[config.mk]
export PLATFORM = sky130hd
export DESIGN_NAME = rr_arbiter_x4
export DESIGN_NICKNAME = d
export VERILOG_FILES = /design/src/rtl/rr_arbiter_x4.sv
export SDC_FILE = /design/constraint.sdc
export NUM_CORES = 1
export LEC_CHECK = 0
export BUFFER_PORTS_ARGS = -buffer_cell sky130_fd_sc_hd__buf_4
export CORE_MARGIN = 2
export CORE_UTILIZATION = 40
export CTS_CLUSTER_SIZE = 10
export DETAILED_ROUTE_END_ITERATION = 10
export GPL_ROUTABILITY_DRIVEN = 0
export GPL_TIMING_DRIVEN = 0
export SYNTH_ARGS = -nofsm -noshare
export SYNTH_HDL_FRONTEND = slang
export SYNTH_SLANG_ARGS = --single-unit
[constraint.sdc]
create_clock -name clk -period 1.75 [get_ports clk]
set_clock_uncertainty 0.2 [all_clocks]
set_input_delay 0.2625 -clock clk [delete_from_list [all_inputs] [get_ports clk]]
set_output_delay 0.2625 -clock clk [all_outputs]
set_load 0.1 [all_outputs]
[src/rtl/rr_arbiter_x4.sv]
// ---------------------------------------------------------------------------
// rr_arbiter_x4
//   Round-robin arbiter that shares one resource among four requesters.
//   Priority rotates after each release: the releasing owner becomes the
//   lowest-priority requester for the search done in the same cycle.
//   Ownership is bounded to MAX_HOLD consecutive cycles so nobody starves.
//   All outputs are registered.
//
// Parameters
//   MAX_HOLD : max consecutive cycles one owner keeps the grant (>= 1)
//   CNT_W    : hold-counter width, 2**CNT_W must exceed MAX_HOLD
//
// Ports
//   clk    in   1  rising-edge clock
//   reset  in   1  synchronous, active-high reset
//   req    in   4  request lines, req[i]=1 -> requester i wants the resource
//   grant  out  4  one-hot grant, 4'b0000 when idle
//   gnt_id out  2  binary index of the owner, 0 when idle
//   busy   out  1  high while grant is non-zero
// ---------------------------------------------------------------------------
module rr_arbiter_x4 #(
  parameter int MAX_HOLD = 4,
  parameter int CNT_W    = 3
) (
  input  logic       clk,
  input  logic       reset,
  input  logic [3:0] req,
  output logic [3:0] grant,
  output logic [1:0] gnt_id,
  output logic       busy
);

  localparam logic [0:0] ST_IDLE  = 1'b0;
  localparam logic [0:0] ST_GRANT = 1'b1;

  localparam logic [CNT_W-1:0] HOLD_MAX = CNT_W'(MAX_HOLD);
  localparam logic [CNT_W-1:0] HOLD_ONE = CNT_W'(1);

  logic [0:0]       state_q,    state_d;
  logic [1:0]       ptr_q,      ptr_d;
  logic [CNT_W-1:0] hold_cnt_q, hold_cnt_d;
  logic [3:0]       grant_q,    grant_d;
  logic [1:0]       gnt_id_q,   gnt_id_d;
  logic             busy_q,     busy_d;

  // Working values of the combinational next-state logic.
  logic [2:0] search_s;
  logic [1:0] owner_s;
  logic [1:0] next_ptr_s;
  logic       release_s;

  // Search req starting at index ptr, wrapping 3->0.
  // Result is {found, index}; the smallest offset from ptr wins.
  function automatic logic [2:0] rr_search(input logic [3:0] r, input logic [1:0] p);
    logic [2:0] res;
    logic [1:0] idx;
    res = 3'b000;
    // Walk from the farthest offset down so the nearest hit overwrites last.
    for (int i = 3; i >= 0; i--) begin
      idx = p + 2'(i);
      if (r[idx]) begin
        res = {1'b1, idx};
      end else begin
        res = res;
      end
    end
    return res;
  endfunction

  // Next-state logic for ownership, rotation pointer, hold counter and outputs.
  always_comb begin
    state_d    = state_q;
    ptr_d      = ptr_q;
    hold_cnt_d = hold_cnt_q;
    grant_d    = grant_q;
    gnt_id_d   = gnt_id_q;
    busy_d     = busy_q;
    owner_s    = gnt_id_q;
    next_ptr_s = gnt_id_q + 2'd1;
    release_s  = 1'b0;
    search_s   = 3'b000;

    case (state_q)
      ST_IDLE: begin
        search_s = rr_search(req, ptr_q);
        if (search_s[2]) begin
          state_d    = ST_GRANT;
          grant_d    = 4'b0001 << search_s[1:0];
          gnt_id_d   = search_s[1:0];
          busy_d     = 1'b1;
          hold_cnt_d = HOLD_ONE;
        end else begin
          grant_d    = 4'b0000;
          gnt_id_d   = 2'd0;
          busy_d     = 1'b0;
          hold_cnt_d = {CNT_W{1'b0}};
        end
      end

      ST_GRANT: begin
        release_s = (req[owner_s] == 1'b0) || (hold_cnt_q == HOLD_MAX);
        if (release_s) begin
          // Releasing owner becomes lowest priority for this very search,
          // so a lone requester hitting the hold limit is simply re-granted.
          ptr_d    = next_ptr_s;
          search_s = rr_search(req, next_ptr_s);
          if (search_s[2]) begin
            state_d    = ST_GRANT;
            grant_d    = 4'b0001 << search_s[1:0];
            gnt_id_d   = search_s[1:0];
            busy_d     = 1'b1;
            hold_cnt_d = HOLD_ONE;
          end else begin
            state_d    = ST_IDLE;
            grant_d    = 4'b0000;
            gnt_id_d   = 2'd0;
            busy_d     = 1'b0;
            hold_cnt_d = {CNT_W{1'b0}};
          end
        end else begin
          hold_cnt_d = hold_cnt_q + HOLD_ONE;
        end
      end

      default: begin
        state_d    = ST_IDLE;
        ptr_d      = 2'd0;
        hold_cnt_d = {CNT_W{1'b0}};
        grant_d    = 4'b0000;
        gnt_id_d   = 2'd0;
        busy_d     = 1'b0;
      end
    endcase
  end

  // State and output registers with synchronous reset.
  always_ff @(posedge clk) begin
    if (reset) begin
      state_q    <= ST_IDLE;
      ptr_q      <= 2'd0;
      hold_cnt_q <= {CNT_W{1'b0}};
      grant_q    <= 4'b0000;
      gnt_id_q   <= 2'd0;
      busy_q     <= 1'b0;
    end else begin
      state_q    <= state_d;
      ptr_q      <= ptr_d;
      hold_cnt_q <= hold_cnt_d;
      grant_q    <= grant_d;
      gnt_id_q   <= gnt_id_d;
      busy_q     <= busy_d;
    end
  end

  assign grant  = grant_q;
  assign gnt_id = gnt_id_q;
  assign busy   = busy_q;

endmodule

Word level (Yosys, flattened, before mapping)
Index checks and enable logic that the tools add are counted.

Bits of input ports: 6. Logic and storage cells: 78. Register bits: 13.

$add $sub $neg: 8. Shift operators: 2. Reduce and logical (&&, ||, !) cells: 2. Bitwise logic cells: 2. Equal/unequal tests: 2. Muxes and demuxes: 47. Magnitude comparators: 9.

Operators with widths (number): 3-bit 2-to-1 mux (12); 2-bit by 3-bit less-than comparator with 1-bit output (second input constant) (9); 1-bit binary-select mux with 2-bit select (9); 1-bit 2-to-1 mux (15); 4-bit 2-to-1 mux (3); 2-bit adder (second input constant) (4); 4-bit case mux with 2 select lines (1); 1-bit by 2-bit << shifter with 4-bit output (first input constant) (2); 2-bit by 1-bit adder with 2-bit output (second input constant) (3); 2-bit 2-to-1 mux (3); 3-bit case mux with 2 select lines (1); 1-bit case mux with 2 select lines (2); 2-bit case mux with 2 select lines (1); 3-bit by 1-bit adder with 3-bit output (second input constant) (1); 3-bit equality test (second input constant) (1); 2-bit by 1-bit != test with 1-bit output (second input constant) (1); 1-bit NOT (2); 2-bit AND reduction (1); 1-bit logical OR (1).

Logic depth before layout (Yosys ltp)
Depth after elaboration: 14. Mapped depth: 6. Mapped depth without buffers: 6.

Worst setup path after synthesis
No wires, ideal clock.

Kind: register to register. From: reg gnt_id_q[1] (netlist: gnt_id[1]). To: reg grant_q[0] (netlist: grant[0]). Setup time: 0.118 ns. Path slack: -0.749 ns. Data required time: 1.432 ns. Clock period less this slack: 2.499 ns. Cell stages (with the launch flop): 7. Data arrival time: 2.182 ns. Cells stage by stage: dfxtp_1 > buf_6 > mux4_2 > a21boi_4 > nand2_4 > nor2_2 > a22o_1.

Word-level cells in the longest chain between the ends: 14.

RTL lines: start, declared (RTL line 43) `logic [1:0] gnt_id_q, gnt_id_d;`; start signal, assigned (RTL line 150) `gnt_id_q <= gnt_id_d;`; 2-bit by 1-bit adder with 2-bit output (RTL line 79) `next_ptr_s = gnt_id_q + 2'd1;`; 2-bit adder (RTL line 60) `idx = p + 2'(i);`; 1-bit binary-select mux with 2-bit select (RTL line 61) `if (r[idx]) begin`; 1-bit 2-to-1 mux (not written as such) (RTL line 61); 3-bit 2-to-1 mux (4 in a row) (RTL line 61); 3-bit 2-to-1 mux (RTL line 102) `if (release_s) begin`; 3-bit 2-to-1 mux (RTL line 83) `case (state_q)`; 1-bit by 2-bit << shifter with 4-bit output (RTL line 109) `grant_d = 4'b0001 << search_s[1:0];`; 4-bit 2-to-1 mux (RTL line 107) `if (search_s[2]) begin`; 4-bit 2-to-1 mux (RTL line 102); 4-bit case mux with 2 select lines (RTL line 83); end signal, assigned (RTL line 149) `grant_q <= grant_d;`; end, declared (RTL line 42) `logic [3:0] grant_q, grant_d;`.

Parallel ways exist; a longest one is shown, timed or not. The select of a mux whose other input is x is not followed. A chain may end at the register's enable or synchronous reset.

Final worst setup path
From: reg gnt_id_q[1] (netlist: gnt_id[1]). To: reg grant_q[1] (netlist: grant[1]).

The elaborated chain is that of the path after synthesis.

==> impl_metrics.toml <==
[clock_tree]
cts.path.max_buffers = 2
htreeDepth = 1
clock-sinks = 13
cts_root_buf = "clkbuf_4"
numCtsBuffers = 3
clkTransAtPathRegs_ps = 80
clkLatencyLatePin_ps = 280
cts_hold_buf = 0
cts_tree = "yes"

[pwr]
power.total_mw = 0.915
switchingPower_mw = 0.366
p_clk_frac = 0.200
cellLeakagePower_nw = 0.398
comb_power_share = 0.425
switching_share = 0.400
power.share.sequential = 0.374
p_int_mw = 0.549
pwr_density_cell_nw_per_um2 = 917
ir_drop_v = 0.000707

[worst_setup_path]
arrival_ps = 1740
cp_data_required_time_ps = 1730
critical-path-slowest-cell = "dfxtp_4"
startpoint_type = "flip-flop"
critPathKind = "reg2reg"
crit_fanout = 4
cp.buffers_inverters = 0
path_delay_family = "compound AO/OA/AOI/OAI gates"
slowest_delay_ps = 350
crit_chain = "mux4_2 -> a21boi_4 -> nand2_4 -> and2_4 -> a22o_1"
cp-end-kind = "flip-flop"
r2r_slack_ps = -20

[sta]
fin_setup_tns_ps = -15.0
clock.fmax_ghz = 0.567
setup_violations = 1
rsz0062_at_grt = "true"
finalHoldViolCount = 0
period_minus_slack_ps = 1770
finalCritPeriodShare = 1.01
tightestPinTransition_ps = 353
final_max_slew_viol_count = 0
fin_ws_ps = -15.0
worst_hold_slack_ps = 20.9
maxSlewHeadroom = 0.765

[die]
start_util = 0.439
core_region_area_sq_um = 1780
die_h_um = 48.2
fp.dieW_um = 48.2
io_pins = 13
rows = 15
die_area_sq_um = 2320

[global_route]
grt_pass1_vias = 581
grt_use_total = 0.163
grt_pass1_wl_um = 2590
grt.overflow.total = 0
grt_max_degree = 11
antenna_found_initial = 0

[routing]
wl_per_cell_um = 14.4
ant_nets = 0
dr.pass1.iters = 3
wl_um = 1810
drc = 0
viasPerCell = 5.45
vias = 687
drt-initial-drc-count = 10

[layout]
seqCellArea_sq_um = 269
nets = 110
final_cells = 126
multi_input_area_sq_um = 533
syn2layout_area_growth_pct = 27.7
final_core_util = 0.560
insertedDiodeCount = 0
fin_area_sq_um = 998
fill_cells = 179
final_layout_size_suffix_gt1_frac = 0.386

[job]
cap_violations = 0

[synth]
syn-num-nets = 93
mappedNetlistArea_sq_um = 782
synth_seq_area_share = 0.333
yosys_warnings = 0
ys_seq_elements = 13
synth_cell_types = 33
syn_inst = 85
avgSynthCellArea_sq_um = 9.20

[run_status]
status = "complete, but fails checks"
violations = "setup timing"

[placed_design]
placed_cells = 120
placed_cell_area_sq_um = 901
io_buffers = 10
place_ws_ps = -129
hpwlAfterDp_um = 1180

[hold_path]
hold_class = "in2reg"
-- worst register-to-register path, cell delays in order, from the launching register on --
cell and delay [ps]:
dfxtp_4 350, mux4_2 330, a21boi_4 280, nand2_4 110, and2_4 180, a22o_1 220
-- synth_stat cells (all sizes together) --
cell type   n  share of area
a211o       1          0.011
a211oi      3          0.029
a21boi      1          0.024
a21oi       6          0.038
a22o        4          0.045
and2        2          0.019
buf         5          0.043
dfxtp      13           0.33
ha          2          0.032
inv         3          0.014
mux2i       3          0.038
mux4        1          0.029
nand2       3          0.024
nand2b      5          0.040
nor2        8          0.042
nor2b       3          0.034
nor3        4          0.026
o211ai      1         0.0096
o21a        4          0.038
o21ai       1         0.0064
o221a       1          0.014
o22a        1          0.011
o22ai       1         0.0080
o32ai       4          0.045
or2         1         0.0080
or3         2          0.016
xnor2       2          0.022
-- registers in the layout, indices dropped and copies added, names as in the netlist --
| register | count |
|---|---|
| gnt_id | 2 |
| grant | 4 |
| busy | 1 |
| ptr_q | 2 |
| state_q | 1 |
| hold_cnt_q | 3 |
-- power groups by stage --
stage	combinational, mW	sequential, mW	clock (mW)
floorplan	0.166	0.457	0
global placement	0.343	0.347	0
detailed placement	0.343	0.347	0
CTS	0.363	0.342	0.191
global route	0.411	0.346	0.206
finish	0.389	0.342	0.183
-- layer usage --
metal / up-vias / global-route usage / share of wire
li1: 347 / - / -
met1: 315 / 0.216 / 0.49
met2: 17 / 0.245 / 0.45
met3: 8 / 0.0556 / 0.045
met4: 0 / 0.0595 / 0.020
met5: - / 0 / 0
-- layout by cell type, fill, tap and decap left out, types with 3 or more instances in the layout --
cell / n
o21a_1: 4
inv_1: 3
mux2i_1: 3
a22o_1: 4
nor2_1: 7
a21oi_1: 6
nand2b_1: 5
buf_4: 14
clkbuf_4: 3
dfxtp_1: 10
-- kinds of logic after synthesis --
logic type               after synthesis  share of synthesized area
AND/OR/NAND/NOR                       28                      0.208
multiplexers                           4                     0.0672
adder cells (fa/ha/maj)                2                     0.0320
buffers and inverters                  8                     0.0576
XOR/XNOR                               2                     0.0224
AO/OA/AOI/OAI                         28                      0.280
flip-flops                            13                      0.333
-- path summary, 6_finish.rpt --
| kind | depth (start not counted) | endpoint | from |
|---|---|---|---|
| worst max-delay path | 5 | grant[1]$_SDFFE_PP0P_ | gnt_id[1]$_SDFFE_PP0P_ |
| worst min-delay path | 2 | gnt_id[1]$_SDFFE_PP0P_ | reset |
| worst max register to register | 5 | grant[1]$_SDFFE_PP0P_ | gnt_id[1]$_SDFFE_PP0P_ |
| worst min register to register | 1 | busy$_SDFFE_PP0P_ | busy$_SDFFE_PP0P_ |
-- cell type report --
type	instances	area share
multi-input combinational	64	0.534
sequential	13	0.269
timing repair buffer	13	0.0977
tap	25	0.0313
buffer	4	0.0288
clock buffer	3	0.0226
inverter	3	0.0113
clock inverter	1	0.00501
-- timing repair --
item	4_1_cts	5_1_grt
setup buffers	3	0
setup endpoints to repair	7	6
resized for setup	4	7
pin swaps	1	8
Power figures use the tool's default switching activity.
